<file path="src/rtl/mc_ctrl_pkg.sv">
`default_nettype none
// ============================================================================
//  Module : mc_ctrl_pkg
//  Brief  : Opcodes, state encodings, ALU/PC select codes and opcode classifier
//           shared by the multi-cycle control unit.
//  Rev    : 1.0  initial release
// ============================================================================
package mc_ctrl_pkg;

    localparam int OP_WIDTH = 6;

    localparam logic [5:0] OP_ADD   = 6'b000000;
    localparam logic [5:0] OP_SUB   = 6'b000001;
    localparam logic [5:0] OP_AND   = 6'b010000;
    localparam logic [5:0] OP_SLL   = 6'b011000;
    localparam logic [5:0] OP_ADDIU = 6'b000010;
    localparam logic [5:0] OP_ANDI  = 6'b010001;
    localparam logic [5:0] OP_ORI   = 6'b010010;
    localparam logic [5:0] OP_SLTI  = 6'b011011;
    localparam logic [5:0] OP_SW    = 6'b100110;
    localparam logic [5:0] OP_LW    = 6'b100111;
    localparam logic [5:0] OP_BEQ   = 6'b110000;
    localparam logic [5:0] OP_BNE   = 6'b110001;
    localparam logic [5:0] OP_BLTZ  = 6'b110010;
    localparam logic [5:0] OP_J     = 6'b111000;
    localparam logic [5:0] OP_HALT  = 6'b111111;

    typedef enum logic [2:0] {
        ST_IF     = 3'b000,
        ST_ID     = 3'b001,
        ST_EXE_LS = 3'b010,
        ST_MEM    = 3'b011,
        ST_WB_LD  = 3'b100,
        ST_EXE_BR = 3'b101,
        ST_EXE_AL = 3'b110,
        ST_WB_AL  = 3'b111
    } state_e;

    typedef enum logic [2:0] {
        CL_NOP  = 3'd0,
        CL_RALU = 3'd1,
        CL_IALU = 3'd2,
        CL_LW   = 3'd3,
        CL_SW   = 3'd4,
        CL_BR   = 3'd5,
        CL_J    = 3'd6,
        CL_HALT = 3'd7
    } op_class_e;

    localparam logic [2:0] ALU_ADD = 3'b000;
    localparam logic [2:0] ALU_SUB = 3'b001;
    localparam logic [2:0] ALU_SLL = 3'b010;
    localparam logic [2:0] ALU_OR  = 3'b011;
    localparam logic [2:0] ALU_AND = 3'b100;
    localparam logic [2:0] ALU_SLT = 3'b101;

    localparam logic [1:0] PCSRC_SEQ = 2'b00;
    localparam logic [1:0] PCSRC_BR  = 2'b01;
    localparam logic [1:0] PCSRC_JMP = 2'b10;

    function automatic op_class_e op_class(input logic [5:0] op);
        op_class_e cl;
        case (op)
            OP_ADD, OP_SUB, OP_AND, OP_SLL:     cl = CL_RALU;
            OP_ADDIU, OP_ANDI, OP_ORI, OP_SLTI: cl = CL_IALU;
            OP_LW:                              cl = CL_LW;
            OP_SW:                              cl = CL_SW;
            OP_BEQ, OP_BNE, OP_BLTZ:            cl = CL_BR;
            OP_J:                               cl = CL_J;
            OP_HALT:                            cl = CL_HALT;
            default:                            cl = CL_NOP;
        endcase
        return cl;
    endfunction

endpackage
`default_nettype wire

</file>
<file path="src/rtl/mc_decode.sv">
`default_nettype none
// ============================================================================
//  Module : mc_decode
//  Brief  : Combinational control decode from (state, opcode, ALU flags).
//  Rev    : 1.0  initial release
// ============================================================================
module mc_decode
    import mc_ctrl_pkg::*;
(
    input  logic [2:0] state_i,
    input  logic [5:0] op_i,
    input  logic       zero_i,
    input  logic       sign_i,
    input  logic       halted_i,
    output logic       irwre_o,
    output logic       pcwre_o,
    output logic [1:0] pcsrc_o,
    output logic       extsel_o,
    output logic       alusrca_o,
    output logic       alusrcb_o,
    output logic [2:0] aluop_o,
    output logic       regdst_o,
    output logic       regwre_o,
    output logic       dbdatasrc_o,
    output logic       nrd_o,
    output logic       nwr_o
);

    state_e    w_state;
    op_class_e w_class;
    logic      w_taken;

    assign w_state = state_e'(state_i);
    assign w_class = op_class(op_i);
    assign w_taken = ((op_i == OP_BEQ)  &&  zero_i) ||
                     ((op_i == OP_BNE)  && !zero_i) ||
                     ((op_i == OP_BLTZ) &&  sign_i);

    always_comb begin
        irwre_o     = 1'b0;
        pcwre_o     = 1'b0;
        pcsrc_o     = PCSRC_SEQ;
        extsel_o    = 1'b0;
        alusrca_o   = 1'b0;
        alusrcb_o   = 1'b0;
        aluop_o     = ALU_ADD;
        regdst_o    = 1'b0;
        regwre_o    = 1'b0;
        dbdatasrc_o = 1'b0;
        nrd_o       = 1'b1;
        nwr_o       = 1'b1;

        if (w_state == ST_IF) begin
            irwre_o = 1'b1;
        end else begin
            // Operand selects stay asserted from ID until the instruction completes.
            case (w_class)
                CL_RALU: begin
                    regdst_o  = 1'b1;
                    alusrca_o = (op_i == OP_SLL);
                    case (op_i)
                        OP_SUB:  aluop_o = ALU_SUB;
                        OP_AND:  aluop_o = ALU_AND;
                        OP_SLL:  aluop_o = ALU_SLL;
                        default: aluop_o = ALU_ADD;
                    endcase
                end
                CL_IALU: begin
                    alusrcb_o = 1'b1;
                    extsel_o  = (op_i == OP_ADDIU) || (op_i == OP_SLTI);
                    case (op_i)
                        OP_ANDI: aluop_o = ALU_AND;
                        OP_ORI:  aluop_o = ALU_OR;
                        OP_SLTI: aluop_o = ALU_SLT;
                        default: aluop_o = ALU_ADD;
                    endcase
                end
                CL_LW: begin
                    alusrcb_o   = 1'b1;
                    extsel_o    = 1'b1;
                    dbdatasrc_o = 1'b1;
                end
                CL_SW: begin
                    alusrcb_o = 1'b1;
                    extsel_o  = 1'b1;
                end
                CL_BR: begin
                    extsel_o = 1'b1;
                    aluop_o  = (op_i == OP_BLTZ) ? ALU_ADD : ALU_SUB;
                end
                default: ;
            endcase

            case (w_state)
                ST_ID: begin
                    if (w_class == CL_J) begin
                        pcwre_o = 1'b1;
                        pcsrc_o = PCSRC_JMP;
                    end else if (w_class == CL_NOP) begin
                        pcwre_o = 1'b1;
                    end
                end
                ST_EXE_BR: begin
                    pcwre_o = 1'b1;
                    if (w_taken) pcsrc_o = PCSRC_BR;
                end
                ST_MEM: begin
                    if (w_class == CL_LW) nrd_o = 1'b0;
                    if (w_class == CL_SW) begin
                        nwr_o   = 1'b0;
                        pcwre_o = 1'b1;
                    end
                end
                ST_WB_LD, ST_WB_AL: begin
                    regwre_o = 1'b1;
                    pcwre_o  = 1'b1;
                end
                default: ;
            endcase

            if (halted_i) begin
                pcwre_o = 1'b0;
                pcsrc_o = PCSRC_SEQ;
            end
        end
    end

endmodule
`default_nettype wire

</file>
<file path="src/rtl/mc_control_unit.sv">
`default_nettype none
// ============================================================================
//  Module : mc_control_unit
//  Brief  : Multi-cycle CPU sequencer: state register, HALT flag, retire count.
//  Rev    : 1.0  initial release
// ============================================================================
module mc_control_unit
    import mc_ctrl_pkg::*;
#(
    parameter int OP_W  = 6,
    parameter int CNT_W = 32
) (
    input  logic             CLK,
    input  logic             Reset,
    input  logic [OP_W-1:0]  Op,
    input  logic             zero,
    input  logic             sign,
    output logic             IRWre,
    output logic             PCWre,
    output logic [1:0]       PCSrc,
    output logic             ExtSel,
    output logic             ALUSrcA,
    output logic             ALUSrcB,
    output logic [2:0]       ALUOp,
    output logic             RegDst,
    output logic             RegWre,
    output logic             DBDataSrc,
    output logic             nRD,
    output logic             nWR,
    output logic [2:0]       state,
    output logic             halted,
    output logic [CNT_W-1:0] retired
);

    state_e           state_q, state_d;
    logic             halted_q, halted_d;
    logic [CNT_W-1:0] retired_q, retired_d;
    op_class_e        w_class;
    logic             w_halt_now;

    assign w_class    = op_class(Op[5:0]);
    // HALT is visible in its first ID cycle, then held by the sticky flag.
    assign w_halt_now = (state_q == ST_ID) && (w_class == CL_HALT);

    always_ff @(posedge CLK or negedge Reset) begin
        if (!Reset) begin
            state_q   <= ST_IF;
            halted_q  <= 1'b0;
            retired_q <= '0;
        end else begin
            state_q   <= state_d;
            halted_q  <= halted_d;
            retired_q <= retired_d;
        end
    end

    always_comb begin
        state_d   = ST_IF;
        halted_d  = halted_q | w_halt_now;
        retired_d = retired_q + {{(CNT_W-1){1'b0}}, PCWre};
        case (state_q)
            ST_IF: state_d = ST_ID;
            ST_ID: begin
                if (halted_q || w_class == CL_HALT) begin
                    state_d = ST_ID;
                end else begin
                    case (w_class)
                        CL_BR:          state_d = ST_EXE_BR;
                        CL_LW, CL_SW:   state_d = ST_EXE_LS;
                        CL_RALU,
                        CL_IALU:        state_d = ST_EXE_AL;
                        default:        state_d = ST_IF;
                    endcase
                end
            end
            ST_EXE_LS: state_d = ST_MEM;
            ST_MEM:    state_d = (w_class == CL_LW) ? ST_WB_LD : ST_IF;
            ST_WB_LD:  state_d = ST_IF;
            ST_EXE_BR: state_d = ST_IF;
            ST_EXE_AL: state_d = ST_WB_AL;
            ST_WB_AL:  state_d = ST_IF;
            default:   state_d = ST_IF;
        endcase
    end

    assign state   = state_q;
    assign halted  = halted_q | w_halt_now;
    assign retired = retired_q;

    mc_decode u_decode (
        .state_i     (state_q),
        .op_i        (Op[5:0]),
        .zero_i      (zero),
        .sign_i      (sign),
        .halted_i    (halted),
        .irwre_o     (IRWre),
        .pcwre_o     (PCWre),
        .pcsrc_o     (PCSrc),
        .extsel_o    (ExtSel),
        .alusrca_o   (ALUSrcA),
        .alusrcb_o   (ALUSrcB),
        .aluop_o     (ALUOp),
        .regdst_o    (RegDst),
        .regwre_o    (RegWre),
        .dbdatasrc_o (DBDataSrc),
        .nrd_o       (nRD),
        .nwr_o       (nWR)
    );

endmodule
`default_nettype wire
</file>
<file path="config.mk">
export PLATFORM = sky130hd
export DESIGN_NAME = mc_control_unit
export DESIGN_NICKNAME = d
export VERILOG_FILES = /design/src/rtl/mc_ctrl_pkg.sv /design/src/rtl/mc_decode.sv /design/src/rtl/mc_control_unit.sv
export SDC_FILE = /design/constraint.sdc
export NUM_CORES = 1
export LEC_CHECK = 0
export CORE_ASPECT_RATIO = 1.2
export CORE_MARGIN = 3
export CORE_UTILIZATION = 25
export DETAILED_ROUTE_END_ITERATION = 6
export GPL_ROUTABILITY_DRIVEN = 0
export PLACE_DENSITY = 0.55
export SKIP_CTS_REPAIR_TIMING = 1
export SLEW_MARGIN = 20
export SYNTH_ARGS = -nofsm -noshare
export SYNTH_HDL_FRONTEND = slang
export SYNTH_SLANG_ARGS = --single-unit
</file>
<file path="constraint.sdc">
create_clock -name CLK -period 4.18 [get_ports CLK]
set_clock_uncertainty 0.2 [all_clocks]
set_input_delay 1.045 -clock CLK [delete_from_list [all_inputs] [get_ports CLK]]
set_output_delay 1.045 -clock CLK [all_outputs]
set_load 0.02 [all_outputs]
</file>
==> flow_summary.json <==
{
  "vias": 2226,
  "netlist_area_um2": 2317,
  "clock_path_buffers": 2,
  "first_global_vias": 2174,
  "required_ns": 2.93,
  "die_h_um": 111.5,
  "synth_seq_area_share": 0.3888,
  "rr_worst_depth": 10,
  "yosys_most_used_dff": "dfrtp_1",
  "ys_seq_elements": 36,
  "postRouteAntennaNets": 0,
  "fin_nets": 367,
  "path_clk_slew_ns": 0.07,
  "leakagePower_nw": 1.674,
  "gr-usage-all-layers": 0.1202,
  "synth_mux_area_frac": 0.01404,
  "viasPerCell": 4.767,
  "cp-end-kind": "output port",
  "peakVddDrop_uv": 134.2,
  "final_util": 0.4203,
  "maxSlewHeadroom": 0.4546,
  "synth_edf_count": 0,
  "netlist_instances": 239,
  "avgSynthCellArea_um2": 9.695,
  "r2r_slack_ns": 1.17,
  "areaGrowthSynthToFinish_pct": 59.56,
  "tightestPinTransition_ns": 0.8181,
  "first_pass_iters": 4,
  "grt_pass1_wl_um": 10320,
  "ioPinCount": 61,
  "drive_gt1_frac": 0.3114,
  "critPathLaunchType": "input pin",
  "setup_viol": 0,
  "initial_utilization": 0.2634,
  "num_rows": 37,
  "grt_start_max_net_pins": 37,
  "port_buffers": 60,
  "netlist-cell-type-count": 55,
  "rsz0062_at_grt": "true",
  "r2r-end": "retired[27]",
  "critPathLaunch": "Op[0]",
  "wl_per_cell_um": 13.95,
  "arrival_ns": 2.89,
  "async_flop_share": 1.000,
  "synthesis.nets": 256,
  "grt-ovfl-total": 0,
  "cts_tree": "built",
  "numCtsBuffers": 5,
  "dieArea_um2": 10460,
  "fmax_ghz": 0.2421,
  "yosysWarnings": 0,
  "fin_crit_sh": 0.9881,
  "status": "finished, final reports clean",
  "drt_wl_total_um": 6516,
  "diodes": 0,
  "multi_input_area_um2": 1534,
  "htree_num_levels": 2,
  "insertion_delay_ns": 0.28,
  "crit_end": "PCWre",
  "synthXorXnorAreaFrac": 0.1172,
  "synth_top_family_by_area": "simple AND/OR/NAND/NOR gates",
  "drc": 0,
  "die_x_um": 93.89,
  "drtIter0Drc": 40,
  "path_max_fanout": 5,
  "final_cells": 467,
  "seqCellArea_um2": 900.9,
  "total_power_mw": 1.276,
  "root_buffer": "clkbuf_8",
  "power_density_nw_per_um2": 345.1,
  "slew_violations": 0,
  "hp-class": "flip-flop to flip-flop",
  "r2r_start": "state[1]",
  "nFillCells": 866,
  "design.core.area_um2": 8796,
  "fin_crit_ns": 4.130,
  "finalHoldViolations": 0,
  "layout_setup_ws_ns": 0.04960,
  "dp_cells": 454,
  "max_cap_violations": 0,
  "yosys.area_share.simple": 0.2732,
  "synth_fa_ha_area_frac": 0.03780,
  "synth_compound_area_frac": 0.1355,
  "pre_cts_ws_ns": -0.9523,
  "path_class": "input pin to output port",
  "dpl.hpwl_um": 5060,
  "cts.sinks": 36,
  "antenna_found_initial": 0
}
[final cells by class]
class,count,share of cell area
clock buffers,6,0.01963
multi-input cells,187,0.4149
repair buffers,113,0.2738
inverters,7,0.007107
flip-flops and latches,36,0.2437
clock inverters,1,0.001354
well taps,117,0.03959
[worst max-delay path, stage by stage]
cell	delay (ns)
buf_2	0.13
inv_2	0.08
ha_2	0.29
mux2i_4	0.18
o211ai_4	0.12
o211a_1	0.17
or4_4	0.55
a31oi_4	0.18
buf_6	0.14
[metal layers]
layer  vias up  track usage  part of all wire
met5         -            0                 0
met4         0      0.03854             0.018
met3        12      0.02635             0.038
met2        53       0.2061              0.50
met1      1065       0.1481              0.44
li1       1096            -                 -
[state kept, by name (all words and copies together), names as in the netlist]
signal    count
state         3
retired      32
halted_q      1
[cells by family (layout without fill, tap and decap cells)]
kind of cell,after synthesis,after routing
simple gates,111,111
flops,36,36
compound gates,35,35
xor+xnor,31,31
buf+inv,16,127
fa+ha+maj,7,7
mux,3,3
[through the flow]
stage               instance area, µm²  TNS (ns)  hold slack, ns
floorplan                         2376         0          0.3777
global placement                  3418    -19.37          0.2571
detailed placement                3418    -21.18          0.2661
CTS                               3496    -14.45          0.2782
global route                      3697  -0.06191          0.3062
finish                            3697         0          0.2673
[cell usage after synthesis (all sizes together) (7+ instances only)]
master,n,area [µm²]
nor3,13,75.07
ha,7,87.58
xnor2,20,175.2
inv,7,26.28
nand4,12,90.09
nand2,25,93.84
nand3,13,65.06
xor2,11,96.34
nor2,14,55.06
dfrtp,36,900.9
[cells in the final DEF (no fill, tap or decap), drive strengths merged, types with 3 or more instances in the layout]
| cell type | n |
|---|---|
| dlymetal6s2s | 11 |
| a31oi | 3 |
| and2 | 4 |
| nor4 | 4 |
| inv | 7 |
| dfrtp | 36 |
| a21oi | 5 |
| nand2b | 3 |
| ha | 7 |
| clkbuf | 9 |
| and4 | 4 |
| xnor2 | 20 |
| or4 | 3 |
| nor3 | 13 |
| nand3 | 13 |
| buf | 60 |
| and3 | 5 |
| or3 | 3 |
| o21ai | 3 |
| clkdlybuf4s50 | 39 |
| nand4 | 12 |
| nor2 | 14 |
| xor2 | 11 |
| nand2 | 25 |
| o211ai | 4 |
[power breakdown]
group / switching (mW) / internal (mW) / leakage, nW / total (mW)
clock network: 0.112 / 0.113 / 0.0410 / 0.225
logic: 0.301 / 0.276 / 1.15 / 0.576
registers: 0.0794 / 0.395 / 0.483 / 0.474
[worst min-delay path by stage]
stage | start | end | slack (ns) | depth (start not counted)
global route | retired[31] | retired[31] | 0.31 | 1
finish | retired[31] | retired[31] | 0.27 | 1
CTS | retired[31] | retired[31] | 0.28 | 1
global placement | retired[31] | retired[31] | 0.26 | 1
floorplan | retired[31] | retired[31] | 0.38 | 1
detailed placement | retired[31] | retired[31] | 0.27 | 1
Note: power is estimated with default switching activity, not from simulation.
